## src/rtl/id_ex_stage.sv

```systemverilog
// -----------------------------------------------------------------------------
// id_ex_stage
//
// ID/EX pipeline register with load-use hazard detection and a write-back
// bypass into the captured operands.
//
// Every decode slot either moves into the execute registers on the next rising
// edge or becomes a bubble. A bubble has ex_valid = 0, ex_ctrl = 0, zeroed data
// fields and register numbers of 31.
//
// Ports
//   clk, reset        single clock; asynchronous active-high reset
//   id_valid          decode slot holds a real instruction
//   id_rd1, id_rd2    register-file read data for rn / rm
//   id_rn/rm/rd       source 1, source 2 and destination register numbers
//   id_uses_rn/rm     instruction really reads rn / rm
//   id_imm            sign-extended immediate
//   id_ctrl           control bundle (bit0 RegWrite, bit1 MemRead, bit2 MemWrite)
//   wb_regwrite/rd/data  write-back port, written to the register file this cycle
//   flush             squash the decode slot (taken branch)
//   stall             hold PC and IF/ID this cycle (load-use hazard)
//   ex_*              registered execute-stage bundle
//   stall_count       saturating count of stalled edges since reset
// -----------------------------------------------------------------------------
module id_ex_stage #(
    parameter int unsigned DATA_W = 64,
    parameter int unsigned CTRL_W = 16
) (
    input  logic              clk,
    input  logic              reset,

    input  logic              id_valid,
    input  logic [DATA_W-1:0] id_rd1,
    input  logic [DATA_W-1:0] id_rd2,
    input  logic [4:0]        id_rn,
    input  logic [4:0]        id_rm,
    input  logic [4:0]        id_rd,
    input  logic              id_uses_rn,
    input  logic              id_uses_rm,
    input  logic [DATA_W-1:0] id_imm,
    input  logic [CTRL_W-1:0] id_ctrl,

    input  logic              wb_regwrite,
    input  logic [4:0]        wb_rd,
    input  logic [DATA_W-1:0] wb_data,

    input  logic              flush,
    output logic              stall,

    output logic              ex_valid,
    output logic [DATA_W-1:0] ex_a,
    output logic [DATA_W-1:0] ex_b,
    output logic [4:0]        ex_rn,
    output logic [4:0]        ex_rm,
    output logic [4:0]        ex_rd,
    output logic [DATA_W-1:0] ex_imm,
    output logic [CTRL_W-1:0] ex_ctrl,

    output logic [31:0]       stall_count
);

    // Register 31 reads as zero and is never a real forwarding target.
    localparam logic [4:0]  ZeroReg    = 5'd31;
    localparam int unsigned MemReadBit = 1;

    logic              exIsLoad;
    logic              rnHazard;
    logic              rmHazard;
    logic              loadUse;
    logic              bubble;
    logic              bypassA;
    logic              bypassB;
    logic [DATA_W-1:0] operandA;
    logic [DATA_W-1:0] operandB;
    logic              countSaturated;

    // ------------------------------------------------------------------
    // Load-use hazard: the instruction in EX is a load whose result is
    // not available yet, and decode reads that destination.
    // ------------------------------------------------------------------
    always_comb begin
        exIsLoad = ex_valid & ex_ctrl[MemReadBit] & (ex_rd != ZeroReg);
        rnHazard = id_uses_rn & (id_rn == ex_rd);
        rmHazard = id_uses_rm & (id_rm == ex_rd);
        loadUse  = exIsLoad & id_valid & (rnHazard | rmHazard);
    end

    // A flush throws the decode slot away anyway, so holding IF/ID for it
    // would only waste a cycle. Flush therefore wins over stall.
    assign stall  = loadUse & ~flush;
    assign bubble = flush | stall;

    // ------------------------------------------------------------------
    // Write-back bypass. The register file is written at the same edge
    // that this stage captures, so the read ports still show the old
    // value. Register 31 is excluded so a zero source stays zero.
    // ------------------------------------------------------------------
    always_comb begin
        bypassA  = wb_regwrite & (wb_rd != ZeroReg) & (wb_rd == id_rn);
        bypassB  = wb_regwrite & (wb_rd != ZeroReg) & (wb_rd == id_rm);
        operandA = bypassA ? wb_data : id_rd1;
        operandB = bypassB ? wb_data : id_rd2;
    end

    // ------------------------------------------------------------------
    // Execute-stage bundle. Priority: reset > flush/stall bubble > capture.
    // ------------------------------------------------------------------
    always_ff @(posedge clk or posedge reset) begin
        if (reset) begin
            ex_valid <= 1'b0;
            ex_a     <= '0;
            ex_b     <= '0;
            ex_rn    <= ZeroReg;
            ex_rm    <= ZeroReg;
            ex_rd    <= ZeroReg;
            ex_imm   <= '0;
            ex_ctrl  <= '0;
        end else if (bubble) begin
            ex_valid <= 1'b0;
            ex_a     <= '0;
            ex_b     <= '0;
            ex_rn    <= ZeroReg;
            ex_rm    <= ZeroReg;
            ex_rd    <= ZeroReg;
            ex_imm   <= '0;
            ex_ctrl  <= '0;
        end else begin
            ex_valid <= id_valid;
            ex_a     <= operandA;
            ex_b     <= operandB;
            ex_rn    <= id_rn;
            ex_rm    <= id_rm;
            ex_rd    <= id_rd;
            ex_imm   <= id_imm;
            // An empty decode slot must not carry side-effecting controls.
            ex_ctrl  <= id_valid ? id_ctrl : '0;
        end
    end

    // ------------------------------------------------------------------
    // Stall cycle counter, saturating at all-ones.
    // ------------------------------------------------------------------
    assign countSaturated = (stall_count == 32'hFFFF_FFFF);

    always_ff @(posedge clk or posedge reset) begin
        if (reset) begin
            stall_count <= '0;
        end else if (stall && !countSaturated) begin
            stall_count <= stall_count + 32'd1;
        end
    end

endmodule
```

## config.mk

```make
export PLATFORM = sky130hd
export DESIGN_NAME = id_ex_stage
export DESIGN_NICKNAME = d
export VERILOG_FILES = /design/src/rtl/id_ex_stage.sv
export SDC_FILE = /design/constraint.sdc
export NUM_CORES = 1
export LEC_CHECK = 0
export BUFFER_PORTS_ARGS = -buffer_cell sky130_fd_sc_hd__buf_2
export CAP_MARGIN = 10
export CORE_AREA = 3 3 216 218
export DETAILED_ROUTE_END_ITERATION = 7
export DIE_AREA = 0 0 219 221
export PLACE_DENSITY = 0.48
export SYNTH_ARGS = -nofsm -noshare
export SYNTH_HDL_FRONTEND = slang
export SYNTH_SLANG_ARGS = --single-unit
```

## constraint.sdc

```tcl
create_clock -name clk -period 14.3 [get_ports clk]
set_clock_uncertainty 0.1 [all_clocks]
set_input_delay 2.86 -clock clk [delete_from_list [all_inputs] [get_ports clk]]
set_output_delay 2.86 -clock clk [all_outputs]
set_load 0.02 [all_outputs]
```

* Word-level counts from Yosys, hierarchy flattened
Index checks and enable logic that the tools add are counted.
** Word-level totals
- Flip-flop bits (word level) :: 256
- Input bits :: 299
- Output and inout bits :: 257
- Word-level logic and storage cells :: 43
** Cells by class
- Add/sub/neg operators :: 1
- Equality and inequality tests :: 7
- Mux-type cells :: 11
- Bitwise gates (word level) :: 13
- Reductions and logical operators :: 2
** Operators by type and width (number)
- 64-bit 2-to-1 mux :: 5
- 32-bit by 1-bit adder with 32-bit output (second input constant) :: 1
- 32-bit == test (second input constant) :: 1
- 16-bit 2-to-1 mux :: 2
- 5-bit == test :: 4
- 5-bit 2-to-1 mux :: 3
- 1-bit AND :: 10
- 5-bit != test (second input constant) :: 2
- 1-bit OR :: 2
- 1-bit logical AND :: 1
- 1-bit zero test :: 1
- 1-bit 2-to-1 mux :: 1
- 1-bit NOT :: 1

* Depth between registers and ports, before layout
Gate-level depths: netlist of the first run.
- Depth after elaboration :: 7
- Mapped depth :: 8
- Mapped depth without buffers :: 7

* Least setup slack after synthesis of the first run
Ideal clock, no wire load.
- Path type :: input-to-output
- Start :: in id_rn[1]
- End :: out stall
- Arrival :: 3.707 ns
- Data required time :: 11.340 ns
- Setup slack :: 7.633 ns
- Stages on the path :: 4
- Path buffers :: 0
- Path through :: xnor2_1 -> nand4_1 -> o22ai_1 -> and2_1
** Between the ends
- Longest elaborated chain between the ends :: 5
** RTL lines
- start, declared :: line 35 : input logic [4:0] id_rn,
- 5-bit == test :: line 83 : rnHazard = id_uses_rn & (id_rn == ex_rd);
- 1-bit AND :: line 83
- 1-bit OR :: line 85 : loadUse = exIsLoad & id_valid & (rnHazard | rmHazard);
- 1-bit AND :: line 85
- 1-bit AND :: line 90 : assign stall = loadUse & ~flush;
- end, declared :: line 48 : output logic stall,
No other way between the ends.

* Worst setup path in the final report of the first run
- Start :: in id_valid
- End :: out stall
** Between the ends
- Longest elaborated chain between the ends :: 3
** RTL lines
- start, declared :: line 32 : input logic id_valid,
- 1-bit AND (2 in a row) :: line 85
- 1-bit AND :: line 90
No other way between the ends.

==> qor.csv, run 1 <==
stage,metric,value,unit
critical_path,startpoint class of the critical path,primary input,
critical_path,startpoint of the most critical register-to-register path,ex_rd[4]$_DFF_PP1_,
synthesis,top post-synthesis cells by area,"sky130_fd_sc_hd__dfrtp_1 (61%), sky130_fd_sc_hd__nand2_1 (10%), sky130_fd_sc_hd__a21oi_1 (6.5%), sky130_fd_sc_hd__and2_1 (4.2%), sky130_fd_sc_hd__dfstp_2 (4.0%)",
layout,share of post-route cells with drive strength above 1,42.7,%
global_route,first-pass GRT wire length,56.7,mm
synthesis,number of distinct library cells after synthesis,37,
power,power share of the combinational group,11.7,%
placed_design,HPWL after DPL,28.5,mm
global_route,vias in the first global route,9154,
layout,NumNets Final,1781,
sta,share of the clock period used by the worst path,51.7,%
global_route,GRT Overall Usage,15.1,%
placed_design,pre-CTS setup slack,6.95,ns
detailed_routing,vias per cell,4.21,
clocking,number of H-tree levels,1,
critical_path,reg2reg setup slack,11.08,ns
power,power per unit of standard cell area,123,mW/mm^2
power,total leakage power,7.75,nW
critical_path,type of the setup path with the least slack,primary input to output port,
sta,"Hold Violations, Final",0,
placed_design,routability congestion estimate,0.840,
sta,achievable clock frequency,135,MHz
sta,Setup Viol. Count Final,0,
sta,minimum clock period,7.39,ns
critical_path,end of the critical path,stall,
die,number of rows in the core area,78,
power,Seq pwr share,43.9,%
synthesis,number of register bits inferred by synthesis,256,
detailed_routing,count of antenna-violating nets left after detailed routing,0,
job,MaxCap Viol Count,0,
clocking,hold buffers post-CTS,0,
synthesis,cell type with the largest total area after synthesis,sky130_fd_sc_hd__dfrtp_1,
die,core region area,0.0451,mm^2
synthesis,Netlist Area Pre-Place,0.00990,mm^2
power,total power consumption of the routed design,1.75,mW
sta,worst slew pin tran,0.979,ns
clocking,Resize count post-CTS,0,
clocking,setup bufs post-CTS,0,
die,Die Outline Area,0.0484,mm^2
critical_path,end of the worst register-to-register path,ex_a[63]$_DFF_PP0_,
placed_design,IO Port Bufs,555,
critical_path,type of element capturing the critical path,output port,
clocking,clock-pin transition on the worst setup and hold timing paths,0.06,ns
synthesis,top cell types by occurrence after synthesis,"sky130_fd_sc_hd__nand2_1 (268), sky130_fd_sc_hd__dfrtp_1 (241), sky130_fd_sc_hd__a21oi_1 (129), sky130_fd_sc_hd__and2_1 (67), sky130_fd_sc_hd__clkbuf_1 (30)",
critical_path,critical-path maximum fanout,18,
synthesis,cell count after synthesis,940,
sta,setup_tns,0,ns
clocking,sinks on the clock net,256,
synthesis,fraction of registers with async set or reset after synthesis,100,%
clocking,Num CTS Buffers,31,
placed_design,placement-stage cell area,0.0133,mm^2
sta,number of max-slew violations in the final report,0,
worst_hold_path,depth of the worst hold-timing path,1,
worst_hold_path,startpoint of the worst hold path,stall_count[19]$_DFFE_PP0P_,
critical_path,data arrival at the endpoint of the critical path,4.43,ns
critical_path,Worst Setup SP,id_valid,
sta,RSZ-0062 raised after global routing,no,
layout,"Area growth, synth to finish",44.6,%
sta,worst slew margin relative to its limit,34.7,%
synthesis,portion of the post-synthesis area used by sequential elements,64.9,%
detailed_routing,DRC violations left,0,
detailed_routing,Iter 0 DRT Violations,418,
die,Initial Utilization,22.0,%
power,highest ir drop seen on vdd,0.0000820,V
clocking,Clock Path Buffers,3,
clocking,CTS tree,yes,
power,internal cell power,1.30,mW
power,switching power total,455,uW
synthesis,synthesis warning total,0,
clocking,clock root cell,sky130_fd_sc_hd__clkbuf_16,
synthesis,number of nets in the synthesized netlist,1240,
synthesis,number of synthesized flops with an enable pin,0,
die,die span in y,221,um
global_route,largest net degree at the start of global routing,149,
die,Chip Width,219,um
synthesis,Yosys top cell area share,60.9,%
layout,post-layout util,31.8,%
detailed_routing,vias after detailed routing,8859,
synthesis,most common cell in the synthesized netlist,sky130_fd_sc_hd__nand2_1,
critical_path,Reg2Reg Depth,6,
global_route,Overflow after GRT,0,
power,clock share of power,44.4,%
global_route,antenna violations before repair,2,
clocking,clock latency reported for the late side of the worst-skew pair,0.56,ns
layout,final standard cell area without fillers,0.0143,mm^2
synthesis,mean post-synth cell area,10.5,um^2
status,outcome,completed,
sta,final critical-path setup slack,6.91,ns
power,switching fraction of total power,25.9,%
synthesis,predominant post-synthesis flop cell,sky130_fd_sc_hd__dfrtp_1,
die,I/O pins,556,
critical_path,data required time of the worst path,11.34,ns
detailed_routing,wire length after detailed routing,38.5,mm
worst_hold_path,path class of the lowest-slack min-delay path,register to register,
detailed_routing,average detailed-routed wire length per instance,18.3,um
detailed_routing,number of detailed-route iterations in the first pass,5,
layout,FILL cells,4800,
[state kept, by name, summed over array words and instances (netlist names), 5 cells and up]
name	flops
ex_a	64
ex_b	64
ex_ctrl	16
ex_imm	64
ex_rd	5
ex_rm	5
ex_rn	5
stall_count	32
[per-stage QoR]
stage / hold WS, ns / instances
after floorplan: 0.489 / 940
after global placement: 0.379 / 2048
after detailed placement: 0.378 / 2048
after CTS: 0.387 / 2105
after global routing: 0.409 / 2105
final: 0.381 / 2106
[cell type report]
type                    instances  area, um^2  share of cell area (%)
well taps                     600         751                    5.24
flip-flops and latches        256        6420                    44.9
repair buffers                561        2840                    19.8
diodes                          1        2.50                  0.0175
multi-input cells             623        3260                    22.7
clock buffers                  45         888                    6.20
inverters                       8        37.5                   0.262
clock inverters                12         123                   0.856
[how the worst min path moves through the flow]
| stage | to | slack, ns |
|---|---|---|
| floorplan | stall_count[19]$_DFFE_PP0P_ | 0.49 |
| global placement | stall_count[30]$_DFFE_PP0P_ | 0.38 |
| detailed placement | stall_count[19]$_DFFE_PP0P_ | 0.38 |
| CTS | stall_count[19]$_DFFE_PP0P_ | 0.39 |
| global route | stall_count[30]$_DFFE_PP0P_ | 0.41 |
| finish | stall_count[19]$_DFFE_PP0P_ | 0.38 |
[cells by family (layout without fill, tap and decap cells)]
| group | after synthesis | in the layout | synth area share, % |
|---|---|---|---|
| fa+ha+maj | 1 | 1 | 0.126 |
| mux | 1 | 1 | 0.114 |
| buf+inv | 61 | 626 | 2.59 |
| flops | 256 | 256 | 64.9 |
| other cells | 0 | 1 | 0 |
| xor+xnor | 50 | 50 | 4.42 |
| simple gates | 437 | 437 | 21.0 |
| compound gates | 134 | 134 | 6.86 |
[power groups by stage]
| stage | logic, mW | registers, mW | clock network (mW) |
|---|---|---|---|
| after global placement | 0.208 | 0.783 | 0 |
| after detailed placement | 0.209 | 0.783 | 0 |
| after global routing | 0.225 | 0.773 | 0.840 |
| after floorplan | 0.0554 | 0.828 | 0 |
| after CTS | 0.209 | 0.770 | 0.809 |
| final | 0.205 | 0.770 | 0.779 |
[critical path: stages]
cell and delay, ns:
sky130_fd_sc_hd__buf_2 0.24, sky130_fd_sc_hd__nand3_1 0.12, sky130_fd_sc_hd__a31oi_1 0.49, sky130_fd_sc_hd__nor2b_1 0.26
sky130_fd_sc_hd__and2_1 0.24, sky130_fd_sc_hd__buf_2 0.21
[layout by cell type (no fill, tap or decap), types with 2 or more instances in the layout]
master                       synthesis  layout
sky130_fd_sc_hd__clkinvlp_4          0       2
sky130_fd_sc_hd__nor2_1             10      10
sky130_fd_sc_hd__and3_2              0       2
sky130_fd_sc_hd__clkbuf_8            0       6
sky130_fd_sc_hd__clkinv_2            0       6
sky130_fd_sc_hd__buf_2              16     555
sky130_fd_sc_hd__nor4_1             13      13
sky130_fd_sc_hd__nand2_1           268     268
sky130_fd_sc_hd__buf_4               2       5
sky130_fd_sc_hd__clkbuf_1           30       8
sky130_fd_sc_hd__clkbuf_16           0      31
sky130_fd_sc_hd__and2_1             67      67
sky130_fd_sc_hd__a21oi_1           129     128
sky130_fd_sc_hd__nand3_2             3       4
sky130_fd_sc_hd__nand4_1             7       7
sky130_fd_sc_hd__nor3_1              7       7
sky130_fd_sc_hd__dfrtp_1           241     241
sky130_fd_sc_hd__and3_1             21      19
sky130_fd_sc_hd__xnor2_1            23      23
sky130_fd_sc_hd__dfstp_2            15      15
sky130_fd_sc_hd__inv_1               8       7
sky130_fd_sc_hd__nand3_1            15      13
sky130_fd_sc_hd__inv_6               0       2
sky130_fd_sc_hd__bufinv_16           0       2
sky130_fd_sc_hd__nand2b_1           16      16
sky130_fd_sc_hd__xor2_1             27      27
[layer usage]
metal	part of all wire (%)	routed length (um)	global-route usage [%]	vias to the layer above
met5	0.070	27	0	-
met3	8.2	3160	3.90	61
met2	49	18700	25.7	362
met4	2.6	1020	4.52	4
li1	-	-	-	4126
met1	40	15600	18.8	4306
(Power assumes the default switching activity.)
==> run 2, diff against run 1 <==
--- a/config.mk
+++ b/config.mk
@@ -7,10 +7,10 @@
 export LEC_CHECK = 0
 export BUFFER_PORTS_ARGS = -buffer_cell sky130_fd_sc_hd__buf_2
 export CAP_MARGIN = 10
-export CORE_AREA = 3 3 216 218
+export CORE_AREA = 3 3 212 214
 export DETAILED_ROUTE_END_ITERATION = 7
-export DIE_AREA = 0 0 219 221
-export PLACE_DENSITY = 0.48
+export DIE_AREA = 0 0 215 217
+export PLACE_DENSITY = 0.5
 export SYNTH_ARGS = -nofsm -noshare
 export SYNTH_HDL_FRONTEND = slang
 export SYNTH_SLANG_ARGS = --single-unit
==> constraint.sdc (replaced) <==
create_clock -name clk -period 6.9 [get_ports clk]
set_clock_uncertainty 0.1 [all_clocks]
set_input_delay 1.38 -clock clk [delete_from_list [all_inputs] [get_ports clk]]
set_output_delay 1.38 -clock clk [all_outputs]
set_load 0.02 [all_outputs]
==> run 2 against run 1 <==
Non-clock buffer count up 4. Register-to-register slack worse by 7.1 ns. Count of clock-buffer cells in the layout up 3. Critical path type unchanged.
==> qor.csv, run 2 (same netlist as run 1, synthesis figures left out) <==
stage,metric,value,unit,change
clocking,hold buffers post-CTS,0,,unchanged
sta,setup_tns,0,ns,unchanged
layout,share of post-route cells with drive strength above 1,42.8,%,+0.14 points
clocking,clock-pin transition on the worst setup and hold timing paths,0.06,ns,about the same
detailed_routing,average detailed-routed wire length per instance,18.2,um,-0.62%
layout,final standard cell area without fillers,0.0143,mm^2,+0.12%
power,total leakage power,7.76,nW,+0.13%
power,power per unit of standard cell area,252,mW/mm^2,+110%
global_route,first-pass GRT wire length,57.2,mm,+0.92%
detailed_routing,met3 wire len,3.07,mm,-3.1%
detailed_routing,vias per cell,4.22,,+0.23%
layout,NumNets Final,1784,,+0.17%
detailed_routing,number of detailed-route iterations in the first pass,7,,+2
placed_design,pre-CTS setup slack,2.49,ns,-4.46 ns
placed_design,routability congestion estimate,0.869,,+3.5%
critical_path,data required time of the worst path,5.42,ns,-5.92 ns
layout,"most common cell after layout, fill and taps aside",sky130_fd_sc_hd__buf_2,,
global_route,GRT Overall Usage,15.7,%,+0.53 points
clocking,setup bufs post-CTS,0,,unchanged
worst_hold_path,path class of the lowest-slack min-delay path,register to register,,
power,highest ir drop seen on vdd,0.000172,V,+110%
die,die span in y,217,um,-1.8%
critical_path,type of element capturing the critical path,output port,,
clocking,Clock Path Buffers,3,,unchanged
layout,"count of placed standard cells in the final layout, fillers left out",2095,,-0.52%
placed_design,HPWL after DPL,28.0,mm,-2.0%
sta,number of max-slew violations in the final report,0,,unchanged
global_route,Overflow after GRT,0,,unchanged
critical_path,cell at the slowest stage of the critical path,sky130_fd_sc_hd__a31oi_1,,
detailed_routing,wire length after detailed routing,38.0,mm,-1.1%
sta,worst slew margin relative to its limit,37.7,%,+3.0 points
sta,Setup Viol. Count Final,0,,unchanged
detailed_routing,Iter 0 DRT Violations,567,,+36%
global_route,largest net degree at the start of global routing,133,,-11%
critical_path,critical-path maximum fanout,18,,unchanged
power,total power consumption of the routed design,3.62,mW,+110%
critical_path,type of the setup path with the least slack,primary input to output port,,
layout,"Area growth, synth to finish",44.8,%,
detailed_routing,highest routing layer actually used,met5,,
layout,Regs by FF count,"ex_a x64, ex_b x64, ex_imm x64",,
die,Die Outline Area,0.0467,mm^2,-3.6%
sta,RSZ-0062 raised after global routing,no,,
critical_path,startpoint class of the critical path,primary input,,
placed_design,Placed Instances,2037,,-0.54%
critical_path,data arrival at the endpoint of the critical path,2.92,ns,-1.51 ns
detailed_routing,length of routed wiring on met1,15.5,mm,-0.78%
critical_path,worst-path cell chain,"buf_2, nand3_1, a31oi_1, nor2b_1, and2_1, buf_2",,
detailed_routing,DRC violations left,0,,unchanged
detailed_routing,vias after detailed routing,8833,,-0.29%
sta,minimum clock period,4.40,ns,
detailed_routing,count of antenna-violating nets left after detailed routing,0,,unchanged
clocking,sinks on the clock net,256,,unchanged
sta,share of the clock period used by the worst path,63.7,%,
clocking,number of H-tree levels,1,,unchanged
critical_path,reg2reg setup slack,3.95,ns,-7.13 ns
die,Chip Width,215,um,-1.8%
global_route,vias in the first global route,9353,,+2.2%
clocking,clock root cell,sky130_fd_sc_hd__clkbuf_16,,
die,Initial Utilization,23.0,%,+1.0 points
clocking,clock latency reported for the late side of the worst-skew pair,0.56,ns,about the same
clocking,Resize count post-CTS,0,,unchanged
die,number of rows in the core area,76,,-2.6%
die,core region area,0.0431,mm^2,-4.5%
layout,"commonest cells after routing, fill and taps aside","sky130_fd_sc_hd__buf_2 (555), sky130_fd_sc_hd__nand2_1 (268), sky130_fd_sc_hd__dfrtp_1 (241), sky130_fd_sc_hd__a21oi_1 (128), sky130_fd_sc_hd__and2_1 (67)",,
detailed_routing,Routed met2 length,18.5,mm,-1.1%
critical_path,crit-path most repeated cell,sky130_fd_sc_hd__buf_2,,
status,outcome,completed,,
die,I/O pins,556,,unchanged
critical_path,slowest cell delay on critical path,0.47,ns,-0.02 ns
sta,achievable clock frequency,227,MHz,
clocking,CTS tree,yes,,
placed_design,placement-stage cell area,0.0133,mm^2,+0.11%
sta,"Hold Violations, Final",0,,unchanged
sta,worst slew pin tran,0.934,ns,-0.0452 ns
job,MaxCap Viol Count,0,,unchanged
global_route,antenna violations before repair,8,,+6
clocking,Num CTS Buffers,30,,-3.2%
sta,final critical-path setup slack,2.50,ns,-4.41 ns
placed_design,IO Port Bufs,555,,unchanged
==> run 2: power breakdown <==
part           switching [mW]  internal, mW  total (mW)
combinational           0.266         0.156       0.422
clock                   0.638         0.963        1.60
sequential             0.0206          1.57        1.60
total                   0.925          2.69        3.62
==> run 2: per-layer routing <==
| layer | track usage (%) | up-vias |
|---|---|---|
| met5 | 0 | - |
| met2 | 26.5 | 376 |
| met4 | 4.03 | 8 |
| met1 | 19.6 | 4256 |
| li1 | - | 4130 |
| met3 | 4.62 | 63 |
==> run 2: worst paths after layout <==
path,cells past startpoint,from,end
worst max-delay path,6,id_valid,stall
worst min-delay path,1,stall_count[30]$_DFFE_PP0P_,stall_count[30]$_DFFE_PP0P_
worst max register to register,6,ex_rd[4]$_DFF_PP1_,ex_a[6]$_DFF_PP0_
worst min register to register,1,stall_count[30]$_DFFE_PP0P_,stall_count[30]$_DFFE_PP0P_
max in group asynchronous,3,reset,ex_imm[54]$_DFF_PP0_
min in group asynchronous,2,reset,stall_count[11]$_DFFE_PP0P_
==> run 2: critical path: cells and delay by family <==
kind            cells  cell delay, ns
buf+inv             2            0.46
simple gates        3            0.61
compound gates      1            0.47
==> run 2: metrics by stage <==
stage                     hold WS [ns]  utilization, %
after global placement           0.378            30.9
after detailed placement         0.385            30.9
after global routing             0.416            33.3
after CTS                        0.398            33.3
after floorplan                  0.489               -
final                            0.393            33.3
==> run 2: layout make-up <==
class / count / area (um^2)
fillers: 4560 / 28700
diodes: 3 / 7.51
clock inverters: 7 / 68.8
inverters: 8 / 33.8
clock buffers: 48 / 940
well taps: 585 / 732
flip-flops and latches: 256 / 6420
multi-input cells: 623 / 3260
repair buffers: 565 / 2870
